### src/rtl/digit_column_streamer.sv
// digit_column_streamer
//   Frame sequencer for an N-digit seven-segment style display on an SSD1306.
//   It walks every page, digit and column of the display. For each position it
//   presents the digit's segments and the (column, page) index to an external
//   combinational pixel-column decoder. It then registers the returned byte onto a
//   valid/ready stream, in horizontal addressing order and page by page.
//
// Ports
//   clk           system clock
//   resetn        asynchronous active-low reset
//   start         one-cycle pulse, begins a frame (ignored unless idle)
//   abort         abandons the frame in progress and returns to idle
//   digits_in     7 segment bits per digit, digit k at [7k+6:7k], digit 0 leftmost
//   dec_segments  segments of the digit currently being emitted
//   dec_index_x   column within the character cell
//   dec_index_y   page within the character cell
//   dec_pixels    pixel column returned by the decoder (combinational)
//   data_out      pixel byte towards the transport
//   data_valid    data_out holds a byte not yet accepted
//   data_ready    transport accepts data_out this cycle
//   busy          a frame is in progress
//   frame_done    one-cycle pulse after the last byte of a frame is accepted
module digit_column_streamer #(
  parameter int N_DIGITS = 8,
  parameter int CHAR_W   = 16,
  parameter int N_PAGES  = 4
) (
  input  logic                  clk,
  input  logic                  resetn,
  input  logic                  start,
  input  logic                  abort,
  input  logic [7*N_DIGITS-1:0] digits_in,
  output logic [6:0]            dec_segments,
  output logic [3:0]            dec_index_x,
  output logic [1:0]            dec_index_y,
  input  logic [7:0]            dec_pixels,
  output logic [7:0]            data_out,
  output logic                  data_valid,
  input  logic                  data_ready,
  output logic                  busy,
  output logic                  frame_done
);

  localparam int DW = (N_DIGITS > 1) ? $clog2(N_DIGITS) : 1;

  localparam logic [3:0]    COL_LAST   = 4'(CHAR_W - 1);
  localparam logic [DW-1:0] DIGIT_LAST = DW'(N_DIGITS - 1);
  localparam logic [1:0]    PAGE_LAST  = 2'(N_PAGES - 1);

  typedef enum logic [1:0] {
    IDLE  = 2'd0,
    LOAD  = 2'd1,
    EMIT  = 2'd2,
    DRAIN = 2'd3
  } state_t;

  state_t                state_reg, state_next;
  logic [3:0]            col_reg, col_next;
  logic [DW-1:0]         digit_reg, digit_next;
  logic [1:0]            page_reg, page_next;
  logic [7*N_DIGITS-1:0] snap_reg;
  logic                  snap_en;
  logic [7:0]            data_out_reg, data_out_next;
  logic                  data_valid_reg, data_valid_next;
  logic                  busy_reg, busy_next;
  logic                  frame_done_reg, frame_done_next;
  logic                  load;

  // Output register is free to take a new byte when empty or being drained.
  assign load = !data_valid_reg || data_ready;

  always_ff @(posedge clk or negedge resetn) begin
    if (!resetn) begin
      state_reg      <= IDLE;
      col_reg        <= '0;
      digit_reg      <= '0;
      page_reg       <= '0;
      snap_reg       <= '0;
      data_out_reg   <= '0;
      data_valid_reg <= 1'b0;
      busy_reg       <= 1'b0;
      frame_done_reg <= 1'b0;
    end else begin
      state_reg      <= state_next;
      col_reg        <= col_next;
      digit_reg      <= digit_next;
      page_reg       <= page_next;
      data_out_reg   <= data_out_next;
      data_valid_reg <= data_valid_next;
      busy_reg       <= busy_next;
      frame_done_reg <= frame_done_next;
      if (snap_en) begin
        snap_reg <= digits_in;
      end
    end
  end

  always_comb begin
    state_next      = state_reg;
    col_next        = col_reg;
    digit_next      = digit_reg;
    page_next       = page_reg;
    data_out_next   = data_out_reg;
    data_valid_next = data_valid_reg;
    busy_next       = busy_reg;
    frame_done_next = 1'b0;
    snap_en         = 1'b0;

    case (state_reg)
      IDLE: begin
        // abort outranks start even while idle
        if (start && !abort) begin
          state_next = LOAD;
          busy_next  = 1'b1;
        end
      end
      LOAD: begin
        snap_en    = 1'b1;
        col_next   = '0;
        digit_next = '0;
        page_next  = '0;
        state_next = EMIT;
      end
      EMIT: begin
        if (load) begin
          data_out_next   = dec_pixels;
          data_valid_next = 1'b1;
          // col is innermost, then digit, then page; the page carry ends the frame
          if (col_reg == COL_LAST) begin
            col_next = '0;
            if (digit_reg == DIGIT_LAST) begin
              digit_next = '0;
              if (page_reg == PAGE_LAST) begin
                page_next  = '0;
                state_next = DRAIN;
              end else begin
                page_next = page_reg + 2'd1;
              end
            end else begin
              digit_next = digit_reg + DW'(1);
            end
          end else begin
            col_next = col_reg + 4'd1;
          end
        end
      end
      DRAIN: begin
        if (data_valid_reg && data_ready) begin
          data_valid_next = 1'b0;
          frame_done_next = 1'b1;
          busy_next       = 1'b0;
          state_next      = IDLE;
        end
      end
      default: state_next = IDLE;
    endcase

    if (abort && (state_reg != IDLE)) begin
      state_next      = IDLE;
      data_valid_next = 1'b0;
      busy_next       = 1'b0;
      frame_done_next = 1'b0;
      snap_en         = 1'b0;
    end
  end

  // Decoder drive is only meaningful while emitting; elsewhere it rests at zero.
  always_comb begin
    dec_segments = '0;
    dec_index_x  = '0;
    dec_index_y  = '0;
    if (state_reg == EMIT) begin
      dec_segments = snap_reg[7*int'(digit_reg) +: 7];
      dec_index_x  = col_reg;
      dec_index_y  = page_reg;
    end
  end

  assign data_out   = data_out_reg;
  assign data_valid = data_valid_reg;
  assign busy       = busy_reg;
  assign frame_done = frame_done_reg;

endmodule

### config.mk
export PLATFORM = sky130hd
export DESIGN_NAME = digit_column_streamer
export DESIGN_NICKNAME = d
export VERILOG_FILES = /design/src/rtl/digit_column_streamer.sv
export SDC_FILE = /design/constraint.sdc
export NUM_CORES = 1
export LEC_CHECK = 0
export ABC_AREA = 1
export CORE_MARGIN = 4
export CORE_UTILIZATION = 47
export CTS_BUF_LIST = sky130_fd_sc_hd__clkbuf_8
export CTS_CLUSTER_SIZE = 8
export DETAILED_ROUTE_END_ITERATION = 10
export PLACE_DENSITY = 0.75
export SYNTH_ARGS = -nofsm -noshare
export SYNTH_HDL_FRONTEND = slang
export SYNTH_SLANG_ARGS = --single-unit
### constraint.sdc
create_clock -name clk -period 1.7 [get_ports clk]
set_clock_uncertainty 0.05 [all_clocks]
set_input_delay 0.255 -clock clk [delete_from_list [all_inputs] [get_ports clk]]
set_output_delay 0.255 -clock clk [all_outputs]
set_load 0.005 [all_outputs]
# Word-level counts from Yosys, hierarchy flattened
# Cells that the tools add are included.
classes:
  n_shift: 1
  mux: 35
  n_reduce_logical: 18
  mul: 1
  addsub: 3
  eq_ne: 15
op_table:
  columns: ["operator", "n"]
  rows:
  - ["$shiftx A56 B7 Y7", 1]
  - ["$mux W2", 12]
  - ["$ne A3 B3 Y1 const B", 6]
  - ["$mux W4", 3]
  - ["$mux W1", 10]
  - ["$mux W3", 3]
  - ["$reduce_and A3 Y1", 3]
  - ["$pmux W2 S4", 1]
  - ["$pmux W4 S2", 1]
  - ["$mux W7", 1]
  - ["$eq A2 B2 Y1 const B", 3]
  - ["$mul A3 B3 Y6 const A", 1]
  - ["$ne A2 B2 Y1 const B", 3]
  - ["$pmux W3 S2", 1]
  - ["$reduce_and A6 Y1", 1]
  - ["$reduce_bool A3 Y1", 2]
  - ["$add A4 B1 Y4 const B", 1]
  - ["$eq A4 B4 Y1 const B", 1]
  - ["$pmux W1 S2", 2]
  - ["$pmux W2 S2", 1]
  - ["$reduce_and A2 Y1", 2]
  - ["$reduce_and A4 Y1", 1]
  - ["$reduce_bool A2 Y1", 2]
  - ["$add A3 B1 Y3 const B", 1]
  - ["other kinds (7)", 10]
totals:
  ff_bits: 78
  out_inout_bits: 24
  word_cells: 82
  in_bits: 69

# Logic depth before layout (Yosys ltp)
logic_depth:
  word_depth: 7
  depth_mapped: 10
  ltp_nobuf: 10

# Least setup slack after synthesis
# No wires, ideal clock.
synth_timing:
  path_type: "register to register"
  start: "register state_reg[0]"
  end: "register snap_reg[10]"
  synth_period_minus_slack_ns: 1.610
  setup_time_ns: 0.125
  setup_slack_ns: 0.090
  n_path_buf: 2
  t_arrival_ns: 1.435
  t_required_ns: 1.525
  stages_incl_launch_ff: 9
  path_cell_list: "dfrtp_1 > inv_1 > ha_1 > inv_2 > nand2_4 > nand2_2 > buf_6 > buf_12 > mux2_4"
synth_via:
  elab_chain_cells: 3
  elab_cells_between_ends: 5
  classes_between: "1 x eq/ne; 2 x mux; 2 x reduce/logical"
synth_lines:
  columns: ["item", "line_no", "source"]
  rows:
  - ["start: declaration", "57", "state_t state_reg, state_next;"]
  - ["start signal: assignment", "84", "state_reg <= state_next;"]
  - ["$eq A2 B1 Y1 or $reduce_bool A2 Y1 (tied branches)", "109, 158", null]
  - ["$mux W1 or $logic_and A1 B1 Y1 (tied branches)", "109, 158", null]
  - ["$mux W1 (*)", "158", "if (abort && (state_reg != IDLE)) begin"]
  - ["end signal: assignment", "93", "snap_reg <= digits_in;"]
  - ["end: declaration", "61", "logic [7*N_DIGITS-1:0] snap_reg;"]
# Mark *: on every way between the ends. The rest lies on a longest branch, timed or not.
# A chain may end at the register's enable or synchronous reset.

# Worst setup path in the final report
layout_timing:
  start: "register digit_reg[0]"
  end: "output port dec_segments[1]"
layout_via:
  elab_chain_cells: 3
layout_lines:
  columns: ["item", "line_no", "source"]
  rows:
  - ["start: declaration", "59", "logic [DW-1:0] digit_reg, digit_next;"]
  - ["start signal: assignment", "86", "digit_reg <= digit_next;"]
  - ["$mul A3 B3 Y6", "173", "dec_segments = snap_reg[7*int'(digit_reg) +: 7];"]
  - ["$shiftx A56 B7 Y7", "173", null]
  - ["$mux W7", "172", "if (state_reg == EMIT) begin"]
  - ["end: declaration", "33", "output logic [6:0] dec_segments,"]
# Every way passes these cells.

==> summary.txt <==
Data required, critical path = 1390 ps
first drt pass iteration count = 6
failing checks = setup timing
total clock sinks = 78
Tightest Pin Transition = 502 ps
critical path, cell by cell = buf_4 > buf_6 > o21ai_0 > o21ai_1 > nor2_1 > nor2_1 > buf_2
Root Buffer = clkbuf_8
CTS tree = built
Total GRT Usage = 21.0%
path type of the worst min-delay path = in2async
via count = 3327
pwr dens = 1770 nW/um2
warnings from Yosys = 0
syn_nets = 472
initial antenna violation count = 0
most frequent cells in the layout = clkdlybuf4s50_1, dfrtp_1, nand2_1
total clock buffers created by CTS = 9
# setup viols final = 67
Routed wire per std cell = 17.7 um
Syn-to-layout area delta = 48.8%
dpl cells = 600
maximum fanout along the worst path = 8
Leak = 2.88 nW
die area = 10100 um2
Post-Syn Area = 4010 um2
CP Class = reg2out
Die Span X = 100 um
Peak supply drop = 0.000773 V
I/O Pins = 93
Netlist cell types = 25
Post-Syn Instances = 395
most used cell along the critical path = nor2_1
Max Fclk = 0.469 GHz
# fillers = 552
Core Footprint = 8260 um2
nets@finish = 605
Clock Latency Late Sink = 360 ps
first-pass GRT wire length = 16.6 mm
routed vias/inst = 5.21
layout cells sized above 1 = 35.3%
Final Hold Viols = 0
post-route setup TNS = -6400 ps
GP Congestion = 0.945
min cycle time layout = 2130 ps
Die Y = 100 um
ranking of synthesized cells by area = dfrtp_1, mux2_4, nor2_1
fin util = 72.2%
DRC Markers = 0
register area share after synthesis = 48.7%
number of I/O port buffers = 92
max cap viols = 0
vias in the first global route = 3388
Max clock buf depth = 2
Remaining Overflow, GRT = 0
FF+latch count, synth = 78
crit end category = primary output
Startpoint Class = flip-flop
DP HPWL = 7.00 mm
Slew HR = 66.5%
Starting Density = 48.5%
Worst path max stage delay = 480 ps
floorplan row count = 33
commonest non-fill, non-tap cell in the layout = clkdlybuf4s50_1
Routed WL = 11.3 mm
unrepaired setup endpoints after global routing = true
CP arrival = 1830 ps
post-synth top area share = 48.7%
period utilisation layout = 125%
max reg flops = 56
CTS HTree Levels = 3
slowest stage cell, crit path = dfrtp_2
Reg clk slew, reported paths = 90 ps
diode count = 0
Detail Route Antenna Nets = 0
setup slack after layout = -433 ps
post-route insts no fill = 638
cell taking the most area after synthesis = dfrtp_1
run status = complete, but fails checks
Final Max Tran Viols = 0
syn_area_per_cell = 10.1 um2
pin count of the biggest net entering global routing = 60
DRT iter0 DRCs = 184
-- what timing repair did --
action / CTS / global route
endpoints found under the setup margin: 32 / 82
hold buffers: 1 / 0
setup buffers: 13 / 4
endpoints found under the hold margin: 19 / 0
cloned: 5 / 4
pin swaps: 32 / 31
gates resized for setup: 118 / 79
-- metrics by stage --
step	total power, mW	area, um2	hold slack [ps]	setup WS (ps)
6_report	10.5	5960	272	-433
5_1_grt	11.1	5960	320	-478
3_5_place_dp	7.56	5130	112	-259
4_1_cts	9.59	5640	269	-316
3_3_place_gp	7.43	5130	108	-209
2_1_floorplan	6.23	4010	-90.6	89.7
-- final timing paths --
check,from,to,slack (ps),depth (start not counted)
min in group clk,dec_pixels[4],data_out[4]$_DFFE_PN0P_,370,3
max in group asynchronous,resetn,digit_reg[0]$_DFFE_PN0P_,730,3
worst max-delay path,digit_reg[0]$_DFFE_PN0P_,dec_segments[1],-430,7
worst min register to register,data_out[4]$_DFFE_PN0P_,data_out[4]$_DFFE_PN0P_,450,2
worst max register to register,state_reg[1]$_DFFE_PN0P_,snap_reg[44]$_DFFE_PN0P_,-90,9
worst min-delay path,resetn,data_out[0]$_DFFE_PN0P_,270,2
-- critical path: cells and delay by family, from the launching register on --
| kind | cells | cell delay [ps] |
|---|---|---|
| buffers and inverters | 3 | 420 |
| AOI/OAI and AO/OA | 2 | 380 |
| DFF | 1 | 480 |
| and+or+nand+nor | 2 | 210 |
-- power by group --
group	leakage, nW	internal, mW	switching [mW]
Sequential	0.944	2.75	0.726
Combinational	1.85	3.32	2.46
Clock	0.0829	0.547	0.757
Total	2.88	6.61	3.94
-- cell usage after synthesis, drive strengths merged --
cell and instances:
dfrtp 78, nor2 72, nand2 69, mux2 56, o21ai 45, inv 24
buf 16, nand3 16, ha 8, a21oi 5, clkbuf 2, a22o 1
nand3b 1, nor3 1, xor2 1
-- cells by family after synthesis --
family                   after synthesis  synth area share, %
buffers and inverters                 42                 6.40
AND/OR/NAND/NOR                      159                 16.1
adder cells (fa/ha/maj)                8                 2.50
flip-flops                            78                 48.7
multiplexers                          56                 19.5
AO/OA/AOI/OAI                         51                 6.56
XOR/XNOR                               1                0.219
-- routing by layer --
layer | track usage, % | routed length (um) | vias to the layer above | part of all wire, %
met5 | 0 | 0 | - | 0
met4 | 6.42 | 337 | 0 | 3.0
met3 | 6.81 | 903 | 36 | 8.0
met2 | 34.1 | 5430 | 151 | 48
met1 | 26.7 | 4630 | 1575 | 41
li1 | - | - | 1565 | -
-- layout make-up --
type,count,area (um2),area share [%]
clock buffers,9,124,2.08
clock inverters,7,57.6,0.966
inverters,24,103,1.72
multi-input cells,276,2130,35.8
flip-flops and latches,78,1950,32.8
well taps,105,131,2.20
repair buffers,139,1460,24.5
Power figures use the tool's default switching activity.
